**src/rtl/vga_pkg.sv**
```systemverilog
// Shared VGA 640x480@60 raster constants and scan-control types for the
// read-side scan controller and the write-side pipeline.
package vga_pkg;

  localparam int CNT_W      = 10;
  localparam int RD_LATENCY = 2;

  localparam int H_ACTIVE = 640;
  localparam int H_FP     = 16;
  localparam int H_SYNC   = 96;
  localparam int H_BP     = 48;
  localparam int H_TOTAL  = H_ACTIVE + H_FP + H_SYNC + H_BP;

  localparam int V_ACTIVE = 480;
  localparam int V_FP     = 10;
  localparam int V_SYNC   = 2;
  localparam int V_BP     = 33;
  localparam int V_TOTAL  = V_ACTIVE + V_FP + V_SYNC + V_BP;

  localparam int H_SYNC_START = H_ACTIVE + H_FP;
  localparam int H_SYNC_END   = H_SYNC_START + H_SYNC;
  localparam int V_SYNC_START = V_ACTIVE + V_FP;
  localparam int V_SYNC_END   = V_SYNC_START + V_SYNC;

  // Syncs are active-low, so the idle word keeps them high.
  typedef struct packed {
    logic frame;
    logic vs;
    logic hs;
    logic active;
  } scan_ctl_t;

  localparam scan_ctl_t SCAN_CTL_IDLE = '{frame: 1'b0, vs: 1'b1, hs: 1'b1, active: 1'b0};

endpackage

```
**src/rtl/vga_delay_line.sv**
```systemverilog
// Resettable shift register that realigns raster control bits with the
// frame-buffer read data. Each stage resets to RST_VAL.
module vga_delay_line #(
  parameter int               WIDTH   = 4,
  parameter int               DEPTH   = 2,
  parameter logic [WIDTH-1:0] RST_VAL = '0
) (
  input  logic             clk,
  input  logic             reset,
  input  logic [WIDTH-1:0] din,
  output logic [WIDTH-1:0] dout
);

  logic [WIDTH-1:0] stage_p [DEPTH];

  always_ff @(posedge clk or posedge reset) begin
    if (reset) begin
      for (int i = 0; i < DEPTH; i++) stage_p[i] <= RST_VAL;
    end else begin
      stage_p[0] <= din;
      for (int i = 1; i < DEPTH; i++) stage_p[i] <= stage_p[i-1];
    end
  end

  assign dout = stage_p[DEPTH-1];

endmodule

```
**src/rtl/vga_scan_ctrl.sv**
```systemverilog
// Read-side VGA scan controller: raster counters, frame-buffer address gating and
// latency-matched DAC output register. Optional colour-bar mode: VGA_TEST_PATTERN_EN.
module vga_scan_ctrl #(
  parameter int DATA_W     = 8,
  parameter int H_ACTIVE   = vga_pkg::H_ACTIVE,
  parameter int H_FP       = vga_pkg::H_FP,
  parameter int H_SYNC     = vga_pkg::H_SYNC,
  parameter int H_BP       = vga_pkg::H_BP,
  parameter int V_ACTIVE   = vga_pkg::V_ACTIVE,
  parameter int V_FP       = vga_pkg::V_FP,
  parameter int V_SYNC     = vga_pkg::V_SYNC,
  parameter int V_BP       = vga_pkg::V_BP,
  parameter int RD_LATENCY = vga_pkg::RD_LATENCY
) (
  input  logic                      clk,
  input  logic                      reset,
  output logic [vga_pkg::CNT_W-1:0] pixel_x,
  output logic [vga_pkg::CNT_W-1:0] pixel_y,
  input  logic [DATA_W-1:0]         pixel_val,
`ifdef VGA_TEST_PATTERN_EN
  input  logic                      pattern_sel,
`endif
  output logic [DATA_W-1:0]         vga_r,
  output logic [DATA_W-1:0]         vga_g,
  output logic [DATA_W-1:0]         vga_b,
  output logic                      vga_hs,
  output logic                      vga_vs,
  output logic                      vga_blank_n,
  output logic                      vga_sync_n,
  output logic                      frame_start
);
  import vga_pkg::*;

  localparam logic [CNT_W-1:0] H_LAST   = CNT_W'(H_ACTIVE + H_FP + H_SYNC + H_BP - 1);
  localparam logic [CNT_W-1:0] V_LAST   = CNT_W'(V_ACTIVE + V_FP + V_SYNC + V_BP - 1);
  localparam logic [CNT_W-1:0] H_VIS    = CNT_W'(H_ACTIVE);
  localparam logic [CNT_W-1:0] V_VIS    = CNT_W'(V_ACTIVE);
  localparam logic [CNT_W-1:0] HS_START = CNT_W'(H_ACTIVE + H_FP);
  localparam logic [CNT_W-1:0] HS_END   = CNT_W'(H_ACTIVE + H_FP + H_SYNC);
  localparam logic [CNT_W-1:0] VS_START = CNT_W'(V_ACTIVE + V_FP);
  localparam logic [CNT_W-1:0] VS_END   = CNT_W'(V_ACTIVE + V_FP + V_SYNC);

  function automatic logic [3*DATA_W-1:0] bar_colour(input logic [2:0] bar);
    logic [2:0] rgb;
    rgb = ~bar;
    return {{DATA_W{rgb[2]}}, {DATA_W{rgb[1]}}, {DATA_W{rgb[0]}}};
  endfunction

  logic [CNT_W-1:0] h_cnt, v_cnt;
  scan_ctl_t        ctl_p0, ctl_p1;
  logic [DATA_W-1:0] pix_nx;
  logic [3*DATA_W-1:0] col_nx;

  // Stage p0: raster counters; h and v wrap together at the last pixel of the frame.
  always_ff @(posedge clk or posedge reset) begin
    if (reset) begin
      h_cnt <= '0;
      v_cnt <= '0;
    end else if (h_cnt == H_LAST) begin
      h_cnt <= '0;
      v_cnt <= (v_cnt == V_LAST) ? '0 : v_cnt + 1'b1;
    end else begin
      h_cnt <= h_cnt + 1'b1;
    end
  end

  always_comb begin
    ctl_p0        = SCAN_CTL_IDLE;
    ctl_p0.active = (h_cnt < H_VIS) && (v_cnt < V_VIS);
    ctl_p0.hs     = !((h_cnt >= HS_START) && (h_cnt < HS_END));
    ctl_p0.vs     = !((v_cnt >= VS_START) && (v_cnt < VS_END));
    ctl_p0.frame  = (h_cnt == '0) && (v_cnt == '0);
  end

  // Gating the address outside the visible area keeps y*H_ACTIVE+x inside the RAM.
  assign pixel_x = ctl_p0.active ? h_cnt : '0;
  assign pixel_y = ctl_p0.active ? v_cnt : '0;

  // Stage p1: control realigned with pixel_val after the RAM read latency.
`ifdef VGA_TEST_PATTERN_EN
  localparam int              DL_W   = $bits(scan_ctl_t) + 3;
  localparam logic [DL_W-1:0] DL_RST = {3'b000, SCAN_CTL_IDLE};
  logic [2:0]      bar_p1;
  logic [DL_W-1:0] dl_din, dl_dout;
  assign dl_din           = {h_cnt[9:7], ctl_p0};
  assign {bar_p1, ctl_p1} = dl_dout;
`else
  localparam int              DL_W   = $bits(scan_ctl_t);
  localparam logic [DL_W-1:0] DL_RST = SCAN_CTL_IDLE;
  logic [DL_W-1:0] dl_din, dl_dout;
  assign dl_din = ctl_p0;
  assign ctl_p1 = dl_dout;
`endif

  vga_delay_line #(
    .WIDTH   (DL_W),
    .DEPTH   (RD_LATENCY),
    .RST_VAL (DL_RST)
  ) u_delay (
    .clk   (clk),
    .reset (reset),
    .din   (dl_din),
    .dout  (dl_dout)
  );

  always_comb begin
    pix_nx = ctl_p1.active ? pixel_val : '0;
    col_nx = {pix_nx, pix_nx, pix_nx};
`ifdef VGA_TEST_PATTERN_EN
    if (pattern_sel && ctl_p1.active) col_nx = bar_colour(bar_p1);
`endif
  end

  // Stage p2: registered DAC outputs.
  always_ff @(posedge clk or posedge reset) begin
    if (reset) begin
      vga_r       <= '0;
      vga_g       <= '0;
      vga_b       <= '0;
      vga_hs      <= 1'b1;
      vga_vs      <= 1'b1;
      vga_blank_n <= 1'b0;
      frame_start <= 1'b0;
    end else begin
      {vga_r, vga_g, vga_b} <= col_nx;
      vga_hs                <= ctl_p1.hs;
      vga_vs                <= ctl_p1.vs;
      vga_blank_n           <= ctl_p1.active;
      frame_start           <= ctl_p1.frame;
    end
  end

  assign vga_sync_n = 1'b0;

endmodule

```
**config.mk**
```make
export PLATFORM = sky130hd
export DESIGN_NAME = vga_scan_ctrl
export DESIGN_NICKNAME = d
export VERILOG_FILES = /design/src/rtl/vga_pkg.sv /design/src/rtl/vga_delay_line.sv /design/src/rtl/vga_scan_ctrl.sv
export SDC_FILE = /design/constraint.sdc
export NUM_CORES = 1
export LEC_CHECK = 0
export ABC_AREA = 0
export BUFFER_PORTS_ARGS = -buffer_cell sky130_fd_sc_hd__buf_2
export CORE_ASPECT_RATIO = 0.8
export CORE_MARGIN = 2
export CORE_UTILIZATION = 51
export DETAILED_ROUTE_END_ITERATION = 8
export PLACE_DENSITY = 0.79
export SYNTH_ARGS = -nofsm -noshare
export SYNTH_HDL_FRONTEND = slang
export SYNTH_HIERARCHICAL = 1
export SYNTH_SLANG_ARGS = --single-unit
```
**constraint.sdc**
```tcl
create_clock -name clk -period 2.2 [get_ports clk]
set_input_delay 0 -clock clk [delete_from_list [all_inputs] [get_ports clk]]
set_output_delay 0 -clock clk [all_outputs]
set_load 0.05 [all_outputs]
```
==> results.env <==
CRITICAL_PATH_REQUIRED_PS=2200
INITIAL_ANTENNA_VIOLATION_COUNT=0
FINAL_HOLD_VIOL_COUNT=0
DRC=0
ASYNC_RESET_FF_SHARE_PCT=100
REGTOREGENDPOINT='v_cnt[9]'
SYNTHSIMPLEGATEAREAFRAC_PCT=25.8
DESIGN_POWER_TOTAL_uW=1370
TIMING.SETUP.CRITICAL_PATH_CLASS='flop to output pin'
PLACEDINSTANCEAREA_UM2=2160
CTS-ROOT-TO-SINK-BUFFERS=2
GRT_MAX_DEGREE=23
SYNTH_ADDER_AREA_SHARE_PCT=2.46
GRT_SETUP_UNREPAIRED='false'
FINALCRITPERIODSHARE_PCT=93.2
MAX_CAP_VIOL_COUNT=0
DRV_SLEW=0
SYNTH_ENABLE_FLOP_CELLS=0
TRITONCTS.NUM_BUFFERS=5
POSTSYNTHREGISTERBITS=40
DIE_AREA_UM2=4510
CRITICAL_PATH.STARTPOINT_TYPE='flop'
PORT-BUFFER-COUNT=56
GRT_USE_TOTAL_PCT=19.1
HALF_PERIMETER_WIRE_LENGTH_AFTER_PLACEMENT_MM=2.76
CRITICAL_PATH.ENDPOINT_TYPE='output pin'
YOSYS-MUX-AREA-FRACTION_PCT=1.05
WORSTHOLDPATHTYPE='input pin to async pin'
NUMBER_OF_GLOBAL_ROUTE_VIAS_BEFORE_REPAIR=1391
WORST_PATH_MAX_DELAY_CELL='sky130_fd_sc_hd__dfrtp_1'
SYNTH_TOP_CELL_AREA_SHARE_PCT=41.8
PATH_CLK_SLEW_PS=80
PWR_DENSITY_CELL_nW_PER_UM2=587
WORST-R2R-CELL-COUNT=5
DETAIL_ROUTE.FIRST_PASS.ITERATIONS=4
VIAS=1476
ANTENNA_VIOLATING_NETS_POST_ROUTE=0
YOSYSSEQAREASHARE_PCT=49.6
ROWS=20
CRIT-REG2REG-LAUNCH='h_cnt[0]'
TIMING.CRITICAL_PATH.FANOUT_MAX=12
SYNTH_TOP_FAMILY_BY_AREA='simple AND/OR/NAND/NOR gates'
VDD_IR_DROP_MAX_uV=349
GRT_OVERFLOW=0
CRITICAL-PATH-TOP-CELL-BY-COUNT='sky130_fd_sc_hd__and2_1'
ANTENNA_CELLS=0
BOUNDARYPINS=59
CELLLEAKAGEPOWER_uW=0.00112
TIMING.FMAX_MHz=488
POST_SYNTH_XOR_AREA_FRACTION_PCT=4.74
SKEW_PS=9.30
SYNTH-MAIN-FF-CELL='sky130_fd_sc_hd__dfrtp_1'
OUTCOME='completed'
CLOCK_SINK_COUNT=40
STARTING_DENSITY_OF_THE_CORE_PCT=53.5
YOSYSUNIQUECELLTYPES=38
FINAL_NETS=250
GRT_FIRST_PASS_WIRELENGTH_MM=6.30
DRT_FIRST_ITER_VIOLATIONS=41
ROUTED_WIRE_LENGTH_PER_INSTANCE_UM=13.6
CLOCK_TREE.HTREE_LEVEL_COUNT=2
SYNTH-COMPOUND-AREA-SHARE_PCT=2.52
TIMING_WORST_SLEW_PIN_VALUE_PS=692
CRITICAL_PATH.CELL_CHAIN='and3_2 -> and2_1 -> nor3_2 -> buf_4 -> and2_1 -> buf_2'
SYNTH.LARGEST_AREA_CELL='sky130_fd_sc_hd__dfrtp_1'
NETLIST_AREA_BEFORE_PLACEMENT_UM2=2030
TIMING.CRITICAL_PATH.SLOWEST_CELL_DELAY_PS=440
PERIOD_NEEDED_PS=2050
CORE_AREA_UM2=3800
TIMING.CRITICAL_PATH.ARRIVAL_PS=2050
SYNTH_AREA_LEADERS='sky130_fd_sc_hd__dfrtp_1 42%, sky130_fd_sc_hd__buf_4 9.2%, sky130_fd_sc_hd__dfstp_2 7.8%'
DRT-VIAS-PER-INSTANCE=5.05
YOSYSMOSTFREQUENTCELL='sky130_fd_sc_hd__dfrtp_1'
GPL.FINAL_WEIGHTED_CONGESTION=0.835
MAXSLEWHEADROOM_PCT=53.4
TRITONCTS='built'
DIEHEIGHT_UM=60.5
TIMING.REG2REG.SETUP_SLACK_PS=300
AREA_GROWTH_PCT=14.9
FINAL_AREA_UM2=2340
WL_MM=3.98
SYNTHTOPCELLSBYCOUNT='34 x sky130_fd_sc_hd__dfrtp_1, 25 x sky130_fd_sc_hd__buf_4, 22 x sky130_fd_sc_hd__and2_1'
FINALSETUPVIOLATIONS=0
FILLERINSTANCES=329
SETUP_TOTAL_NEGATIVE_SLACK_PS=0
POSTCTSSETUPREPAIRBUFS=0
LAYOUT-DRIVE-GT1-SHARE_PCT=34.6
FP.DIEW_UM=74.6
CLKLATENCYLATEPIN_PS=290
SYNTH_CELLS=192
ROOT_BUFFER='sky130_fd_sc_hd__clkbuf_8'
YOSYSWARNINGS=6
POSTSYNTHAREAPERCELL_UM2=10.6
worst max-delay path: cells and delay by family (launching register included):
| family | cells | cell delay [ps] |
|---|---|---|
| buffers and inverters | 2 | 490 |
| and+or+nand+nor | 4 | 840 |
| DFF | 1 | 440 |
stage by stage:
stage,utilization [%],hold slack (ps),worst slack (ps),std cells
after floorplan,-,-187,-251,193
after global placement,56.8,-43.0,438,275
after detailed placement,56.8,-29.2,354,275
after CTS,61.4,205,147,292
after global routing,61.4,239,30.2,292
final,61.4,204,149,292
area by class of cell:
cell class / instances / area [µm²] / share of cell area, %
clock inverters: 2 / 12.5 / 0.536
multi-input cells: 113 / 751 / 32.1
flip-flops and latches: 40 / 1010 / 43.2
repair buffers: 68 / 393 / 16.8
clock buffers: 6 / 72.6 / 3.11
inverters: 8 / 30.0 / 1.29
well taps: 55 / 68.8 / 2.95
logic make-up (layout without fill, tap and decap cells):
family / Yosys count / count (layout)
AOI/OAI and AO/OA: 9 / 9
xor gates and xnor gates: 11 / 11
adders and majority gates: 4 / 4
buffers and inverters: 40 / 84
DFF: 40 / 40
muxes: 2 / 2
other: 1 / 2
and+or+nand+nor: 85 / 85
layout by cell type (no fill, tap or decap), types with 2 or more instances in the layout:
cell type / n
sky130_fd_sc_hd__and3_1: 3
sky130_fd_sc_hd__clkbuf_8: 5
sky130_fd_sc_hd__and2_1: 22
sky130_fd_sc_hd__o21ai_0: 3
sky130_fd_sc_hd__dfrtp_1: 34
sky130_fd_sc_hd__buf_2: 56
sky130_fd_sc_hd__dlygate4sd3_1: 9
sky130_fd_sc_hd__nor2_1: 8
sky130_fd_sc_hd__ha_1: 4
sky130_fd_sc_hd__inv_1: 8
sky130_fd_sc_hd__nor4_1: 10
sky130_fd_sc_hd__and3_2: 2
sky130_fd_sc_hd__a21oi_1: 3
sky130_fd_sc_hd__nand3_1: 13
sky130_fd_sc_hd__xor2_1: 5
sky130_fd_sc_hd__nand4_1: 6
sky130_fd_sc_hd__buf_4: 3
sky130_fd_sc_hd__or3_1: 2
sky130_fd_sc_hd__nor3_1: 2
sky130_fd_sc_hd__and2_2: 2
sky130_fd_sc_hd__xnor2_1: 6
sky130_fd_sc_hd__conb_1: 2
sky130_fd_sc_hd__dfstp_2: 6
sky130_fd_sc_hd__nand2_1: 6
registers in the layout, summed over array words and instances (netlist names):
register	flops
vga_blank_n	1
v_cnt	10
vga_hs	1
frame_start	1
u_delay/stage_p	4
vga_vs	1
vga_b	8
u_delay/dout	4
h_cnt	10
layer usage:
layer | GRT usage [%] | part of all wire, % | up-vias
met2 | 29.6 | 47 | 71
li1 | - | - | 704
met3 | 4.98 | 7.7 | 5
met1 | 25.3 | 44 | 696
met5 | 0 | 0 | -
met4 | 9.18 | 1.2 | 0
repair_timing:
action | in CTS | in global routing
endpoints found under the hold margin | 26 | 0
gates resized for setup | 0 | 0
hold buffers | 9 | 0
power by group:
group | switching (µW) | internal [µW] | leakage (µW)
logic | 117 | 36.3 | 0.000590
registers | 4.30 | 743 | 0.000490
clock network | 249 | 221 | 0.0000412
how the worst max path moves through the flow:
stage	startpoint	end	slack, ps	cells past startpoint
5_1_grt	v_cnt[5]	pixel_x[5]	30	6
3_3_place_gp	h_cnt[0]	v_cnt[4]	440	5
2_1_floorplan	v_cnt[5]	pixel_x[0]	-250	4
3_5_place_dp	h_cnt[0]	v_cnt[9]	350	5
6_report	v_cnt[5]	pixel_y[5]	150	6
4_1_cts	v_cnt[5]	pixel_x[5]	150	6
No activity file was read; power rests on OpenSTA's default activity.
